--- src/rtl/hex_keypad_scanner.sv ---
// 4x4 hex keypad scanner: column scan, row sync, press/release debounce, valid/ready key output.
// Define KEYPAD_OVERRUN_EN to add the sticky key_overrun flag for keys dropped while key_valid is pending.
module hex_keypad_scanner #(
  parameter int unsigned SCAN_DIV_BITS  = 15,
  parameter int unsigned DEBOUNCE_SCANS = 4
) (
  input  logic       clk,
  input  logic       reset,
  input  logic [3:0] key_row,
  output logic [3:0] key_col,
  output logic [3:0] key_code,
  output logic       key_valid,
  input  logic       key_ready
`ifdef KEYPAD_OVERRUN_EN
  ,
  output logic       key_overrun
`endif
);

  localparam logic [1:0] ST_SCAN     = 2'd0;
  localparam logic [1:0] ST_DEBOUNCE = 2'd1;
  localparam logic [1:0] ST_HELD     = 2'd2;

  localparam logic [3:0] DS = 4'(DEBOUNCE_SCANS);

  logic [3:0]               row_meta_q, row_s_q;
  logic [SCAN_DIV_BITS-1:0] presc_q;
  logic                     tick;
  logic [1:0]               col_q, col_d;
  logic [1:0]               state_q, state_d;
  logic [3:0]               cnt_q, cnt_d, cnt_inc;
  logic [3:0]               cand_q, cand_d;
  logic [3:0]               code_q, code_d;
  logic                     valid_q, valid_d;
  logic                     hit;
  logic [1:0]               row_idx;
  logic                     deliver;
  logic [3:0]               deliver_code;
  logic                     accept;

  always_ff @(posedge clk) begin
    if (reset) begin
      row_meta_q <= '1;
      row_s_q    <= '1;
      presc_q    <= '0;
    end else begin
      row_meta_q <= key_row;
      row_s_q    <= row_meta_q;
      presc_q    <= presc_q + SCAN_DIV_BITS'(1);
    end
  end

  assign tick    = &presc_q;
  assign key_col = reset ? 4'b1111 : ~(4'b0001 << col_q);
  assign hit     = ~&row_s_q;
  assign cnt_inc = cnt_q + 4'd1;

  always_comb begin
    row_idx = 2'd0;
    if (!row_s_q[0])      row_idx = 2'd0;
    else if (!row_s_q[1]) row_idx = 2'd1;
    else if (!row_s_q[2]) row_idx = 2'd2;
    else if (!row_s_q[3]) row_idx = 2'd3;
  end

  always_comb begin
    state_d      = state_q;
    cnt_d        = cnt_q;
    cand_d       = cand_q;
    col_d        = col_q;
    deliver      = 1'b0;
    deliver_code = cand_q;
    if (tick) begin
      case (state_q)
        ST_SCAN: begin
          if (hit) begin
            cand_d = {row_idx, col_q};
            // A single-sample debounce delivers at the detecting tick itself.
            if (DS == 4'd1) begin
              deliver      = 1'b1;
              deliver_code = {row_idx, col_q};
              state_d      = ST_HELD;
              cnt_d        = '0;
            end else begin
              cnt_d   = 4'd1;
              state_d = ST_DEBOUNCE;
            end
          end else begin
            col_d = col_q + 2'd1;
          end
        end
        ST_DEBOUNCE: begin
          if (hit && row_idx == cand_q[3:2]) begin
            if (cnt_inc == DS) begin
              deliver = 1'b1;
              state_d = ST_HELD;
              cnt_d   = '0;
            end else begin
              cnt_d = cnt_inc;
            end
          end else begin
            state_d = ST_SCAN;
            col_d   = col_q + 2'd1;
          end
        end
        ST_HELD: begin
          if (hit) begin
            cnt_d = '0;
          end else if (cnt_inc == DS) begin
            state_d = ST_SCAN;
            col_d   = col_q + 2'd1;
            cnt_d   = '0;
          end else begin
            cnt_d = cnt_inc;
          end
        end
        default: begin
          state_d = ST_SCAN;
          cnt_d   = '0;
        end
      endcase
    end
  end

  assign accept = valid_q && key_ready;

  always_comb begin
    valid_d = valid_q && !accept;
    code_d  = code_q;
    if (deliver && (!valid_q || key_ready)) begin
      valid_d = 1'b1;
      code_d  = deliver_code;
    end
  end

  always_ff @(posedge clk) begin
    if (reset) begin
      state_q <= ST_SCAN;
      cnt_q   <= '0;
      cand_q  <= '0;
      col_q   <= '0;
      code_q  <= '0;
      valid_q <= 1'b0;
    end else begin
      state_q <= state_d;
      cnt_q   <= cnt_d;
      cand_q  <= cand_d;
      col_q   <= col_d;
      code_q  <= code_d;
      valid_q <= valid_d;
    end
  end

  assign key_code  = code_q;
  assign key_valid = valid_q;

`ifdef KEYPAD_OVERRUN_EN
  logic overrun_q, overrun_d;
  logic drop;

  assign drop = deliver && valid_q && !key_ready;

  always_comb begin
    overrun_d = overrun_q;
    if (drop)        overrun_d = 1'b1;
    else if (accept) overrun_d = 1'b0;
  end

  always_ff @(posedge clk) begin
    if (reset) overrun_q <= 1'b0;
    else       overrun_q <= overrun_d;
  end

  assign key_overrun = overrun_q;
`endif

endmodule

--- config.mk ---
export PLATFORM = sky130hd
export DESIGN_NAME = hex_keypad_scanner
export DESIGN_NICKNAME = d
export VERILOG_FILES = /design/src/rtl/hex_keypad_scanner.sv
export SDC_FILE = /design/constraint.sdc
export NUM_CORES = 1
export LEC_CHECK = 0
export ABC_AREA = 1
export CAP_MARGIN = 20
export CELL_PAD_IN_SITES_DETAIL_PLACEMENT = 1
export CELL_PAD_IN_SITES_GLOBAL_PLACEMENT = 1
export CORE_MARGIN = 2
export CORE_UTILIZATION = 35
export DETAILED_ROUTE_END_ITERATION = 6
export MAX_ROUTING_LAYER = met4
export PLACE_DENSITY = 0.69
export SLEW_MARGIN = 30
export SYNTH_ARGS = -nofsm -noshare
export SYNTH_HDL_FRONTEND = slang
export SYNTH_SLANG_ARGS = --single-unit
--- constraint.sdc ---
create_clock -name clk -period 1.9 [get_ports clk]
set_input_delay 0.475 -clock clk [delete_from_list [all_inputs] [get_ports clk]]
set_output_delay 0.475 -clock clk [all_outputs]
set_load 0.005 [all_outputs]
==> reports/summary.md, run 1 <==
The run finished with clean final reports. The logs give 0 for the number of warnings issued by yosys and 0.402 ns for the worst hold slack. For flop-to-flop paths, the worst setup slack is 0.18 ns.

The endpoint of the worst-slack reg-to-reg timing path is cnt_q[3]$_SDFFE_PP0P_. The post-route DRC violation count was 0. Clock root buffer: sky130_fd_sc_hd__clkbuf_8. Of all nets on the critical path, the largest fanout is 3. Power density over the cells: 690 nW/um2. The logs give 26 for the number of standard-cell rows in the floorplan and 0 ns for the sum of negative setup slack.

The worst hold path belongs to the class register to register. The tree built by TritonCTS fans out to 40 sinks. Data on the critical path arrives at its endpoint at 1.36 ns. Summed over all layers, the global routing overflow is 0. The count of input and output buffers is 15. The hold violation total from the final report came out at 0.

Pin placement for this block handled 16 I/O pins. The clock passes through at most 2 buffers. The H-tree was split into 2 levels. Leaving out fill and tap cells, the most frequent cell in the layout is sky130_fd_sc_hd__nand2_1.

The logs give 5840 um2 for the full die area and 0.362 for the effective utilization at floorplan. Number of cells produced by synthesis: 258. The number of different library cells used by synthesis comes to 25. After clock tree synthesis, the clock-pin slew on the worst setup and hold paths is 0.08 ns. Setup repair after global routing left no endpoint under its margin. Largest clock skew in the final design: 0.0111 ns.

In this run, synthesis produced a sequential element count of 40. The vertical die dimension is 76.4 um, and the proportion of netlist area held by the largest area contributor is 0.436. Among all flip-flop cells after synthesis, the most frequent one is sky130_fd_sc_hd__dfxtp_1.

Worst slew slack as a fraction of its limit: 0.798. The fmax came out at 545 MHz. In this run, the number of DRC markers left after iteration 0 of detailed routing was 57.

The floorplan step set the die width to 76.4 um. At the later pin of the worst-skew pair, clock insertion delay measures 0.29 ns. Once detail routing completed, the nets flagged for antenna violations numbered 0.

By area the synthesized netlist is led by sky130_fd_sc_hd__dfxtp_1 (44%), sky130_fd_sc_hd__nand2_1 (12%), sky130_fd_sc_hd__nor2_1 (8.8%). The tool flagged a number of max-cap violations equal to 0. The fraction of final layout cells sized beyond drive strength 1 is 0.128, and the CTS buffer count is 5. At the end of routability-driven placement, the weighted congestion stood at 0.789. STA puts the critical path data required time at 1.42 ns. The tools report the total half-perimeter wirelength after legalization and detailed placement as 3.02 mm. The post-CTS setup-driven buffer insertion count is 0. At the pin with the least slew margin, the transition time is 0.302 ns.

Relative to the synthesized area, the layout overhead comes to 18.7%. The run gives 3.99 mm as the routed wire length. The tools report the sort of element at the start of the critical path as a register. The proportion of synthesized chip area in sequential cells came out at 0.436. The logs give 0 for the number of diodes added for antenna fixing and 0 for the number of slew-limit violations in the final report.

The logs give 0 for the number of hold buffers added after CTS and 1622 for the total number of vias. A synthesized cell averages 7.11 um2. The largest net degree at the start of global routing was 25; the via count of the first global-routing pass was 1562. The critical path is of the register to output port type.

The detail-routed net length per standard cell was 11.3 um. The instance count along the most critical hold path was 1; the portion of the clock cycle consumed by the worst path in the final layout was 0.965. The end point of the worst hold path is row_s_q[0]$_SDFF_PP1_. The number of nets in the layout is 295. The number of nets in the synthesized netlist is 272. The worst register-to-register path begins at presc_q[0]$_SDFF_PP0_.

The async set or reset register ratio after synthesis was 0. Summing every instance area after synthesis gives 1840 um2. Total routing usage reported by global routing: 0.145.

TritonCTS built the clock tree. The startpoint identified for the worst hold timing path is row_meta_q[0]$_SDFF_PP1_. For this design the static power due to leakage is 0.975 nW. The worst setup path is captured at an output port.

The first detailed-routing pass ran for 4 iterations. The library cells used most frequently in the layout, excluding fill and tap cells, are sky130_fd_sc_hd__nand2_1 (59), sky130_fd_sc_hd__nor2_1 (42), sky130_fd_sc_hd__dfxtp_1 (38). Cell taking the most area after synthesis: sky130_fd_sc_hd__dfxtp_1. Subtracting the final worst setup slack from the clock period gives 1.83 ns. The number of setup violations in the final report is 0. The first global-routing pass estimated 6.71 mm of wire. The number of cells on the worst reg-to-reg path is 8, and the via density per instance is 4.61. The number of synthesized flops with an enable pin is 0.

The worst-case IR drop observed on VDD is 0.336 mV. Initial antenna violation count: 0. The region available for standard cell placement spans 5070 um2.
sequential cells by signal (all words and copies together), names as in the netlist:
| register | cells |
|---|---|
| col_q | 2 |
| cnt_q | 4 |
| row_s_q | 4 |
| presc_q | 15 |
| cand_q | 4 |
| key_code | 4 |
| state_q | 2 |
| row_meta_q | 4 |
| key_valid | 1 |
metrics by stage:
step                      cells  setup slack (ns)   util  area (um2)  power (mW)
final                       352            0.0657  0.429        2180        1.50
after global routing        352          0.000547  0.429        2180        1.58
after CTS                   352            0.0125  0.430        2180        1.54
after detailed placement    344            -0.350  0.411        2090       0.953
after global placement      344            -0.337  0.411        2090       0.951
after floorplan             258             0.449      -        1840       0.922
timing repair:
action,CTS,global route
setup endpoints to repair,4,5
endpoints found under the hold margin,0,0
gates resized for setup,10,3
pin swaps,0,0
cell families (layout without fill, tap and decap cells):
group           Yosys count  after routing  share of synthesized area
flops                    40             40                      0.436
fa+ha+maj                 7              7                     0.0477
simple gates            137            137                      0.329
buf+inv                  39             63                     0.0818
compound gates           33             33                     0.0961
xor+xnor                  2              2                    0.00955
cells in the mapped netlist, types with 2 or more instances:
cell type                   n
sky130_fd_sc_hd__a21oi_1   16
sky130_fd_sc_hd__clkbuf_1   2
sky130_fd_sc_hd__dfxtp_1   40
sky130_fd_sc_hd__ha_1       7
sky130_fd_sc_hd__inv_1     35
sky130_fd_sc_hd__nand2_1   59
sky130_fd_sc_hd__nand2_2    2
sky130_fd_sc_hd__nand3_1   11
sky130_fd_sc_hd__nand4_1    5
sky130_fd_sc_hd__nor2_1    43
sky130_fd_sc_hd__nor2_2     3
sky130_fd_sc_hd__nor3_1     3
sky130_fd_sc_hd__o21ai_0   13
sky130_fd_sc_hd__or2_2      8
power breakdown:
part | total, mW | internal, mW | switching, mW
Clock | 0.573 | 0.290 | 0.284
Combinational | 0.0717 | 0.0313 | 0.0403
Sequential | 0.859 | 0.851 | 0.00798
Total | 1.50 | 1.17 | 0.332
how the worst max path moves through the flow:
stage                           from                 endpoint  slack [ns]  depth (start not counted)
5_1_grt        presc_q[0]$_SDFF_PP0_    cnt_q[3]$_SDFFE_PP0P_      0.0005                          8
3_3_place_gp                   reset               key_col[1]       -0.34                          4
3_5_place_dp                   reset               key_col[0]       -0.35                          4
2_1_floorplan  presc_q[0]$_SDFF_PP0_  state_q[0]$_SDFFE_PP0P_        0.45                          8
4_1_cts                        reset               key_col[3]        0.01                          4
6_report       col_q[0]$_SDFFE_PP0P_               key_col[3]        0.07                          3
routing by layer:
metal | up-vias | GRT usage | routed length, um
met4 | 0 | 0.0382 | 42
li1 | 856 | - | -
met5 | - | - | 0
met1 | 752 | 0.164 | 1880
met3 | 4 | 0.0355 | 75
met2 | 10 | 0.257 | 1990
critical path, stage by stage, from the launching register on:
cell and delay, ns:
sky130_fd_sc_hd__dfxtp_2 0.34, sky130_fd_sc_hd__ha_1 0.19, sky130_fd_sc_hd__nand2_1 0.06, sky130_fd_sc_hd__clkdlybuf4s50_1 0.49
layout make-up:
cell class,instances,area [um2]
Fill cell,683,2900
Tap cell,70,87.6
Multi-Input combinational cell,179,887
Clock inverter,2,10.0
Timing Repair Buffer,19,171
Sequential cell,40,803
Clock buffer,6,82.6
Inverter,36,136
No activity file was read; power rests on OpenSTA's default activity.
==> run 2, diff against run 1 <==
- MAX_ROUTING_LAYER: met4 -> default
- RECOVER_POWER: default -> 50
==> reports/summary.md, run 2 (synthesis gave the netlist of run 1 again) <==
The run finished with clean final reports. For this run, the post-layout net count is 295. The run gives 0 as the initial antenna violation count. The setup path with the least slack is of type primary input to output port.

The tightest hold path in the finished design has a slack of 0.402 ns. The number of max-cap violations came out at 0. The worst endpoint data arrival time was 1.37 ns; the worst-case setup slack after placement was -0.350 ns. Setup slack on the critical path of the routed design comes to 0.0570 ns. The hold violation total from the final report is 0, and the minimum period implied by the final worst setup slack is 1.84 ns. The tools report the effective utilization at floorplan as 0.362.

The tools report the total number of H-tree levels as 2. In this run the clock root is driven by a sky130_fd_sc_hd__clkbuf_8. Fraction of final layout cells sized beyond drive strength 1: 0.113.

The endpoint required time on the critical path is 1.42 ns, and the maximum net fanout on the critical path is 5. The logs give 16 for the number of primary I/O pins and 4 for the number of iterations in the first detailed-routing pass. The count of input and output buffers is 15. The floorplan step defined a core boundary enclosing 5070 um2. The post-route DRC violation count was 0; the routed wire length was 3.98 mm. The via count of the first global-routing pass is 1563. The number of diodes added for antenna fixing is 0. Transition time at the pin with the least slew margin: 0.575 ns. Walking the worst path, the cells encountered are clkbuf_1 -> clkinv_2 -> nand2_1 -> clkdlybuf4s50_1. After global routing the overflow that remains totals 0. The number of standard-cell rows in the floorplan was 26. The worst slew slack as a fraction of its limit is 0.617, and the power density over the cells is 693 nW/um2. The detail-routed net length per standard cell is 11.3 um, and the number of fill cells is 685. The number of slew-limit violations in the final report was 0; the post-CTS setup-driven buffer insertion count was 0. Counting both buffers and inverters, the worst setup path holds a total of 3. The register with the most flip-flops is presc_q. For this run, the slowest stage of the critical path takes 0.49 ns. Once detail routing completed, the nets flagged for antenna violations numbered 0. Number of setup violations in the final report: 0. Clock-pin slew was measured on the worst setup and hold paths at 0.08 ns. The run gives 6.70 mm as the wire length of the first global-routing pass. The analysis attributes to cell leakage a power of 0.968 nW. The total number of vias is 1621. The worst hold path belongs to the class register to register. For the worst-skew pair, the clock arrives at the later sink with an insertion delay of 0.29 ns. Portion of the clock cycle consumed by the worst path in the final layout: 0.970. The library cell used most frequently in the layout, excluding fill and tap cells, is sky130_fd_sc_hd__nand2_1. TritonCTS built the clock tree. Total routing usage reported by global routing: 0.141. The tools report the DRC violation total after the first TritonRoute iteration as 65. Across the VDD grid, the largest voltage drop is 0.336 mV. The clock drives 40 sinks. In the routed layout, each cell is associated on average with a via count of 4.61. The largest clock skew in the final design was 0.0112 ns.

The flip-flop count of the largest register after layout works out to 15. Cell class contributing the biggest share of worst-path delay: buffers and inverters. In this run, CTS created clock tree buffers numbering 5. STA classifies the critical path endpoint as an output port. The top cell types in the final layout, fill and taps aside, are sky130_fd_sc_hd__nand2_1 (59), sky130_fd_sc_hd__nor2_1 (43), sky130_fd_sc_hd__dfxtp_1 (38).

The vertical die dimension was 76.4 um; the total half-perimeter wirelength after legalization and detailed placement was 3.02 mm. The clock passes through at most 2 buffers. For this design, the slowest cell found on the critical path is sky130_fd_sc_hd__clkdlybuf4s50_1. STA classifies the critical path startpoint as a primary input.

Entering global routing, the biggest net connects 25 pins. From synthesis to final layout, the design area changed by 18.1%. The run gives 5840 um2 as the full die area. Setup repair after global routing left no endpoint under its margin.

Derived from the worst setup path, the maximum achievable clock frequency is 543 MHz. The congestion estimate from routability-driven global placement came to 0.779. From left edge to right edge, the die measures 76.4 um.
==> run 2: path summary, 6_finish.rpt <==
check,startpoint,to,slack (ns),cells after the start
min reg2reg,row_meta_q[0]$_SDFF_PP1_,row_s_q[0]$_SDFF_PP1_,0.40,1
max,reset,key_col[3],0.06,4
min,row_meta_q[0]$_SDFF_PP1_,row_s_q[0]$_SDFF_PP1_,0.40,1
max reg2reg,presc_q[0]$_SDFF_PP0_,cnt_q[3]$_SDFFE_PP0P_,0.18,8
==> run 2: layout make-up <==
cell class	count	area [um2]	share of cell area
Clock buffer	6	82.6	0.0381
Clock inverter	2	10.0	0.00462
Inverter	36	136	0.0629
Multi-Input combinational cell	179	885	0.408
Sequential cell	40	803	0.371
Tap cell	70	87.6	0.0404
Timing Repair Buffer	19	163	0.0751
==> run 2: what timing repair did <==
action,CTS,global route
hold buffers,0,0
gates resized for setup,10,3
setup endpoints to repair,4,5
==> run 2: report_power, final <==
| group | switching (mW) | internal (mW) |
|---|---|---|
| Sequential | 0.00799 | 0.851 |
| Clock | 0.283 | 0.290 |
| Combinational | 0.0400 | 0.0300 |
==> run 2: stage by stage <==
stage	area (um2)	setup TNS (ns)	utilization	power [mW]	std cells
after floorplan	1840	0	-	0.922	258
after global placement	2090	-1.34	0.411	0.951	344
after detailed placement	2090	-1.39	0.411	0.953	344
after CTS	2180	0	0.430	1.54	352
after global routing	2170	0	0.427	1.58	352
final	2170	0	0.427	1.50	352
==> run 2: metal layers <==
layer	global-route usage	vias to the layer above	part of all wire
li1	-	856	-
met1	0.164	756	0.47
met2	0.257	7	0.51
met5	0	-	0
met4	0.0382	0	0.0063
met3	0.0355	2	0.017
==> run 3, diff against run 2 <==
- SETUP_SLACK_MARGIN: default -> 0.4
==> reports/summary.md, run 3 (synthesis gave the netlist of run 1 again) <==
The maximum net fanout on the critical path came out at 5. The detail-routed net length per standard cell is 14.2 um, and the routed wire length is 5.36 mm. The run gives 0.402 ns as the worst hold slack. In this run the critical register-to-register path is launched from presc_q[1]$_SDFF_PP0_. Hold violation total from the final report: 0. Across the routed clock network, the largest skew measured is 0.0117 ns.

Clock-pin slew was measured on the worst setup and hold paths at 0.08 ns. The area taken by multi-input logic gates is 1190 um2. The tool flagged a number of max-cap violations equal to 0. The design draws 1.56 mW.

The worst slew slack as a fraction of its limit was 0.607; the area added between synthesis and finish was 48.6%. The min-delay analysis places its worst path in the category register to register. Critical path class: primary input to output port. The sum of negative setup slack was 0 ns; the effective utilization at floorplan was 0.362. The die boundary width was 76.4 um; the utilization after layout was 0.537. The library cell used most frequently in the layout, excluding fill and tap cells, is sky130_fd_sc_hd__nand2_1. In this run the static leakage power is 1.16 nW. Based on the critical path, the design can be clocked at up to 604 MHz. For the pin with the worst max-slew slack, the measured transition is 0.590 ns.

The run gives 8.04 mm as the wire length of the first global-routing pass. In this run the core area contains 26 standard-cell rows. Power spread over the standard cell area amounts to 570 nW/um2.

The total area of sequential cells was 821 um2. Before antenna repair, the detailed router went through 4 iterations. The endpoint required time on the critical path was 1.42 ns. The tools report the number of antenna-violating nets in the routed design as 0. Across the VDD grid, the largest voltage drop is 0.415 mV. No sink is reached through more buffers than the 2 on the longest clock path. The tools report the clock root buffer as sky130_fd_sc_hd__clkbuf_8.

The source of the critical timing path is reset. Entering global routing, the biggest net connects 25 pins. The floorplan step defined a die boundary enclosing 5840 um2.

The first routing iteration left 59 violations. For the initial antenna violation count, the log shows 0. At the end of the flow, the number of nets in the layout was 322.

The wire-length estimate of the detail-placed layout is 3.02 mm. Global routing finished with a remaining overflow of 0. The number of fill cells was 645. The count of input and output buffers was 15; the worst endpoint data arrival time was 1.18 ns. The tools report the number of slew-limit violations in the final report as 0. The minimum period implied by the final worst setup slack was 1.66 ns; the number of primary I/O pins was 16. The portion of the clock cycle consumed by the worst path in the final layout was 0.872. The total routing usage reported by global routing is 0.171, and the summed area of non-filler cells in the final layout is 2730 um2. The startpoint identified for the worst hold timing path is row_meta_q[0]$_SDFF_PP1_. The number of setup violations in the final report is 0. Clock tree synthesis inserted a total of 5 buffers.

Setup repair after global routing could not meet its margin everywhere. The later pin in the worst-skew pair is clocked with a latency of 0.29 ns. TritonCTS built the clock tree. The element type at the critical path end was an output port.

The total area inside the core boundary comes to 5070 um2. Number of hold buffers added after CTS: 0. The tools report the total cell area at the placement stage as 2090 um2. In this run the number of H-tree levels came out at 2. The vertical die dimension came out at 76.4 um. The worst setup path is launched from a primary input. The clock sink count is 40. The total number of vias is 1818. Dividing the detail-routed via count by the number of cells gives 4.80.

The library cells used most frequently in the layout, excluding fill and tap cells, are sky130_fd_sc_hd__nand2_1 (42), sky130_fd_sc_hd__nor2_1 (34), sky130_fd_sc_hd__dfxtp_1 (30). The flip-flop count of the largest register after layout is 15, and the final weighted congestion in routability-driven placement is 0.779. The register with the most flip-flops is presc_q.

The fraction of final layout cells sized beyond drive strength 1 is 0.401, and the number of diodes added for antenna fixing is 0. The via count of the first global-routing pass came out at 1773. For this run, design rule violations remaining after detail routing come to 0. The run finished with clean final reports.
## run 3: through the flow
step / instances / setup slack, ns
final: 379 / 0.243
after global routing: 379 / 0.150
after CTS: 370 / 0.323
after detailed placement: 344 / -0.350
after global placement: 344 / -0.337
after floorplan: 258 / 0.449
## run 3: cell type report
type,count,area share
Timing Repair Buffer,45,0.138
Clock buffer,6,0.0303
Tap cell,70,0.0321
Clock inverter,2,0.00367
Sequential cell,40,0.301
Inverter,36,0.0573
Multi-Input combinational cell,180,0.438
## run 3: report_power, final
part	internal, mW	total, mW	switching, mW
clock	0.290	0.586	0.296
combinational	0.0513	0.110	0.0587
sequential	0.848	0.859	0.0111
## run 3: routing by layer
metal | track usage | vias up | wire length (um)
li1 | - | 916 | -
met1 | 0.194 | 865 | 2190
met2 | 0.313 | 26 | 2950
met3 | 0.0308 | 11 | 107
met4 | 0.0727 | 0 | 121
met5 | 0 | - | 0
## run 3: repair_timing
item                                    in CTS  in global routing
endpoints found under the setup margin      28                 23
pin swaps                                   17                 32
setup buffers                               17                  9
gates resized for setup                     89                 55
gates cloned                                 1                  0
## run 3: critical path: stages
cell and delay, ns:
sky130_fd_sc_hd__clkdlybuf4s25_1 0.32, sky130_fd_sc_hd__clkinv_2 0.14, sky130_fd_sc_hd__nand2_1 0.12, sky130_fd_sc_hd__buf_2 0.13
## run 3: worst paths after layout
path                             endpoint  slack (ns)  cells after the start
setup / recovery               key_col[3]        0.24                      4
hold reg to reg     row_s_q[0]$_SDFF_PP1_        0.40                      1
hold / removal      row_s_q[0]$_SDFF_PP1_        0.40                      1
setup reg to reg  state_q[0]$_SDFFE_PP0P_        0.31                      9
